--- config.mk ---
export PLATFORM = sky130hd
export DESIGN_NAME = reduce_tree_pipe
export DESIGN_NICKNAME = d
export VERILOG_FILES = /design/src/rtl/reduce_tree_pipe.sv
export SDC_FILE = /design/constraint.sdc
export NUM_CORES = 1
export LEC_CHECK = 0
export CORE_ASPECT_RATIO = 0.75
export CORE_MARGIN = 2
export CORE_UTILIZATION = 45
export CTS_CLUSTER_DIAMETER = 120
export DETAILED_ROUTE_END_ITERATION = 12
export MAX_ROUTING_LAYER = met4
export PLACE_DENSITY_LB_ADDON = 0.25
export SLEW_MARGIN = 5
export SYNTH_ARGS = -nofsm -noshare
export SYNTH_HDL_FRONTEND = slang
export SYNTH_SLANG_ARGS = --single-unit
--- constraint.sdc ---
create_clock -name clk -period 3.1 [get_ports clk]
set_input_delay 0.62 -clock clk [delete_from_list [all_inputs] [get_ports clk]]
set_output_delay 0.62 -clock clk [all_outputs]
set_load 0.005 [all_outputs]
--- src/rtl/reduce_tree_pipe.sv ---
// Pipelined OR/AND/XOR reduction across N_INPUTS channels, one register stage per tree level.
// Latency ceil(log2(N_INPUTS)) cycles; one global enable holds every stage, bubbles included, while the output is blocked.
module reduce_tree_pipe #(
    parameter int N_INPUTS   = 8,
    parameter int DATA_WIDTH = 1
) (
    input  logic                           clk,
    input  logic                           rst,
    input  logic                           in_valid,
    output logic                           in_ready,
    input  logic [N_INPUTS*DATA_WIDTH-1:0] in_data,
    input  logic [1:0]                     in_op,
    output logic                           out_valid,
    input  logic                           out_ready,
    output logic [DATA_WIDTH-1:0]          out_data
);
    localparam int LEVELS = $clog2(N_INPUTS);
    localparam int TREE_W = 1 << LEVELS;
    localparam logic [1:0] OP_AND = 2'b01;
    localparam logic [1:0] OP_XOR = 2'b10;

    function automatic logic [DATA_WIDTH-1:0] combine(
        input logic [1:0]            op,
        input logic [DATA_WIDTH-1:0] a,
        input logic [DATA_WIDTH-1:0] b
    );
        case (op)
            OP_AND:  combine = a & b;
            OP_XOR:  combine = a ^ b;
            default: combine = a | b;
        endcase
    endfunction

    logic                         en;
    logic [TREE_W*DATA_WIDTH-1:0] leaf;

    assign en       = !out_valid || out_ready;
    assign in_ready = en;

    // Unused leaves take the identity of this beat's op: ones for AND, zeros otherwise.
    always_comb begin
        leaf = {(TREE_W*DATA_WIDTH){in_op == OP_AND}};
        leaf[N_INPUTS*DATA_WIDTH-1:0] = in_data;
    end

    for (genvar g = 1; g <= LEVELS; g++) begin : g_lvl
        localparam int NW = TREE_W >> g;

        logic [2*NW*DATA_WIDTH-1:0] src_dat;
        logic                       src_vld;
        logic [1:0]                 src_op;
        logic [NW*DATA_WIDTH-1:0]   dat_d;
        logic [NW*DATA_WIDTH-1:0]   dat_q;
        logic                       vld_d;
        logic                       vld_q;

        if (g == 1) begin : g_src
            assign src_dat = leaf;
            assign src_vld = in_valid;
            assign src_op  = in_op;
        end else begin : g_src
            assign src_dat = g_lvl[g-1].dat_q;
            assign src_vld = g_lvl[g-1].vld_q;
            assign src_op  = g_lvl[g-1].g_op.op_q;
        end

        // Bubbles load zeros so out_data never shows leftovers of a discarded or drained beat.
        always_comb begin
            vld_d = vld_q;
            dat_d = dat_q;
            if (en) begin
                vld_d = src_vld;
                dat_d = '0;
                if (src_vld) begin
                    for (int i = 0; i < NW; i++) begin
                        dat_d[i*DATA_WIDTH +: DATA_WIDTH] =
                            combine(src_op,
                                    src_dat[(2*i)*DATA_WIDTH +: DATA_WIDTH],
                                    src_dat[(2*i+1)*DATA_WIDTH +: DATA_WIDTH]);
                    end
                end
            end
        end

        always_ff @(posedge clk or posedge rst) begin
            if (rst) begin
                vld_q <= 1'b0;
                dat_q <= '0;
            end else begin
                vld_q <= vld_d;
                dat_q <= dat_d;
            end
        end

        // The op travels with the partials; the output stage has no consumer for it.
        if (g < LEVELS) begin : g_op
            logic [1:0] op_d;
            logic [1:0] op_q;

            always_comb begin
                op_d = op_q;
                if (en) begin
                    op_d = src_vld ? src_op : 2'b00;
                end
            end

            always_ff @(posedge clk or posedge rst) begin
                if (rst) begin
                    op_q <= 2'b00;
                end else begin
                    op_q <= op_d;
                end
            end
        end
    end

    assign out_valid = g_lvl[LEVELS].vld_q;
    assign out_data  = g_lvl[LEVELS].dat_q;

endmodule

Word-level counts from Yosys, hierarchy flattened

Cells that the tools add are included.
W data, S select, Z words.

Bits in registers: 14
Input bits: 14
Output and inout bits: 3
Word-level logic and storage cells: 49

Eq/ne operators: 6
Muxes and demuxes: 12
Bitwise operators: 21
Reduce and logical (&&, ||, !) cells: 2

Operators by type and width:

| operator             | count |
|---|---|
| $pmux W1 S2          | 7 |
| $and A1 B1 Y1        | 7 |
| $or A1 B1 Y1         | 7 |
| $xor A1 B1 Y1        | 7 |
| $eq A2 B1 Y1 const B | 3 |
| $eq A2 B2 Y1 const B | 3 |
| $mux W2              | 3 |
| $mux W4              | 1 |
| $logic_not A1 Y1     | 1 |
| $logic_or A1 B1 Y1   | 1 |
| $mux W1              | 1 |

Logic depth before layout (Yosys ltp)

Word-level depth: 3
Gate-level depth with buffers: 5
Gate-level depth less buffers: 4

Worst setup path after synthesis

No wires, ideal clock.

Path type: input to register
Start point: input in_op[0]
End point: register g_lvl[1].dat_q[2]
Library setup time: 0.120 ns
Data arrival time: 1.520 ns
Path slack: 1.459 ns
Cell stages on the path: 5
Cell sequence: inv_1 -> ha_1 -> buf_2 -> a221o_1 -> a41o_1

Longest elaborated chain between the ends: 3
Elaborated cells between the ends (all ways): 4

RTL lines:

| item                                                | RTL line | RTL |
|---|---|---|
| start, declared                                     | 12       | `input logic [1:0] in_op,` |
| $eq A2 B2 Y1 / $eq A2 B1 Y1 (equally long branches) | 27       | `case (op)` |
| $pmux W1 S2 (*)                                     | 27       |  |
| $mux W4 (*)                                         | 74       | `if (src_vld) begin` |
| end signal, assigned                                | 91       | `dat_q <= dat_d;` |
| end, declared                                       | 53       | `logic [NW*DATA_WIDTH-1:0] dat_q;` |

Mark *: on every way between the ends. The rest lies on a longest branch, timed or not.
A chain may end at the register's enable or synchronous reset.

Worst setup path in the final report

Start point: input out_ready
End point: output in_ready

Longest elaborated chain between the ends: 1

RTL lines:

| item               | RTL line | RTL |
|---|---|---|
| start, declared    | 14       | `input logic out_ready,` |
| $logic_or A1 B1 Y1 | 37       | `assign en = !out_valid \|\| out_ready;` |
| end, declared      | 10       | `output logic in_ready,` |

Every way passes these cells.

==> results.cfg <==
[cts]
cts_hold_buf = 0
cts_buffers = 3
cts_tree = done
ctsRootBufferMaster = clkbuf_4
clock-sinks = 14
clk_pin_slew_worst_paths_ps = 80
htreeDepth = 1
cts_resized = 0
clockBufferDepth = 2
postCtsSetupBuffers = 0
clk_latency_ps = 280

[setup_path]
path_delay_family = buffers and inverters
worst-path-buf-inv = 2
path_class = primary input to output port
critPathArrivalTime_ps = 1850
cp_slowest_cell = clkdlybuf4s50_1
crit_top_cell = clkdlybuf4s50_1
critPathLaunchType = primary input
cp_data_required_time_ps = 2480
critPathMaxFanout = 8
end_kind = output port
slowest_delay_ps = 580
crit_chain = clkdlybuf4s50_1 -> nand2b_1 -> clkdlybuf4s50_1

[synthesis]
synthXorXnorAreaFrac_pct = 0
seq_area_frac_synth_pct = 33.5
ys_ff_latch = 14
syn_area_mm2 = 0.00104
synth_mux_area_share_pct = 5.99
synth_top_area_share_pct = 33.5
yosysUniqueCellTypes = 15
synth_ff_type = dfrtp_1
yosysTopAreaCell = dfrtp_1
synth_compound_area_share_pct = 13.5
ys_warn_count = 0
synth.avg_cell_area_um2 = 10.7
post_synth_main_area_contributors = dfrtp_1 (34%), ha_1 (24%), inv_1 (7.5%)
yosys-top-cells-count = inv_1 (21), ha_1 (20), dfrtp_1 (14), nand2_1 (11)
synth_top_family_by_area = adder cells
netlist_instances = 98
yosys.area_share.simple_pct = 12.0
synth_nets = 132
synth_enable_flop_cells = 0
synth_adder_area_share_pct = 24.0
ys_async_sr_fraction_pct = 100
synth.most_common_cell = inv_1

[final_layout]
drive_gt1_share_pct = 12.2
fin_area_mm2 = 0.00123
n_antenna_cell = 0
fillerInstances = 206
utilization_pct = 54.6
nNetsFinal = 151
syn2layout_area_growth_pct = 17.7

[sta]
finalHoldViolations = 0
timing.final.crit_share_pct = 79.8
finalCriticalPeriod_ps = 2470
setup_violations = 0
fmax_ghz = 0.404
whs_ps = 506
rsz0062_at_grt = false
worst_pin_slew_ps = 549
slew_headroom_pct = 63.4
drv_slew = 0
fin_tns_setup_ps = 0
finClkSkew_ps = 10.8

[detailed_routing]
vias_per_cell = 5.44
drc = 0
drt_first_pass_iters = 4
detail_route.wl_per_cell_um = 12.8
drt_iter0_drc = 19
routed_wirelength_mm = 1.79
ant_nets = 0
routed-via-count = 762

[floorplan]
io_pins = 17
core_mm2 = 0.00225
fp.dieH_um = 45.7
dieArea_mm2 = 0.00273
rows = 15
die_w_um = 59.6
start_util_pct = 46.4

[global_routing]
grt_max_degree = 15
grt_pass1_wl_mm = 3.20
antenna_found_initial = 0
grt_use_total_pct = 16.7
grt_pass1_vias = 700
overflow = 0

[outcome]
outcome = complete, no violations

[power]
max-vdd-ir-drop_mv = 0.225
power.density_mw_per_mm2 = 473
power_mw = 0.582
leakage_nw = 0.697

[job]
cap_violations = 0

[placement]
port_buffers = 16
gp_congestion = 0.772
hpwl_mm = 1.46
placed_cell_area_mm2 = 0.00121

[worst_hold_path]
hold_path.class = register to register
==> through the flow <==
stage / setup WS (ps) / std cells
floorplan: 1460 / 98
global placement: 621 / 137
detailed placement: 635 / 137
CTS: 623 / 140
global route: 561 / 140
finish: 626 / 140
==> layout make-up <==
class	count	area, µm²	area share (%)
well taps	25	31.3	2.54
repair buffers	17	168	13.6
multi-input cells	60	579	47.1
clock buffers	3	22.5	1.83
inverters	21	78.8	6.41
flip-flops and latches	14	350	28.5
==> flip-flops by register name, indices dropped and copies added, names as in the netlist <==
signal	flops
out_valid	1
g_lvl.g_op.op_q	4
g_lvl.vld_q	2
g_lvl.dat_q	6
out_data	1
==> cells in the final DEF (no fill, tap or decap) <==
cell type	count
or2b_1	1
clkbuf_4	3
a41o_2	1
inv_1	21
ha_1	20
nand2_1	11
clkdlybuf4s50_1	16
buf_4	1
mux2i_1	4
mux2_2	2
and3b_2	7
a221o_1	7
nand2b_1	1
dfrtp_1	14
a41o_1	6
==> power breakdown <==
part	switching [mW]	internal [mW]
sequential	0.0387	0.225
clock	0.0548	0.0450
combinational	0.0941	0.124
total	0.188	0.394
==> worst register-to-register path, cell delays in order, from the launching register on <==
cell and delay (ps):
dfrtp_1 380, inv_1 80, ha_1 350, a221o_1 280, a41o_1 220
==> path summary, 6_finish.rpt <==
check / cells after the start / end / from / slack, ps
worst max-delay path: 3 / in_ready / out_ready / 630
worst min-delay path: 1 / out_valid / g_lvl[2].vld_q / 510
worst max register to register: 4 / g_lvl[2].dat_q[1] / g_lvl[1].g_op.op_q[0] / 1690
worst min register to register: 1 / out_valid / g_lvl[2].vld_q / 510
max in group asynchronous: 2 / g_lvl[2].g_op.op_q[0] / rst / 2050
min in group asynchronous: 2 / g_lvl[2].dat_q[1] / rst / 680
==> per-layer routing <==
layer  wire length [µm]  global-route usage, %
met3                 86                   5.97
met4                  0                   2.67
met2                738                   22.6
met1                961                   24.0
met5                  0                      -
==> kinds of logic (layout without fill, tap and decap cells) <==
group           count (synthesis)  count (layout)
simple gates                   20              20
buf+inv                        24              41
compound gates                 14              14
flops                          14              14
mux                             6               6
fa+ha+maj                      20              20
Power figures use the tool's default switching activity.
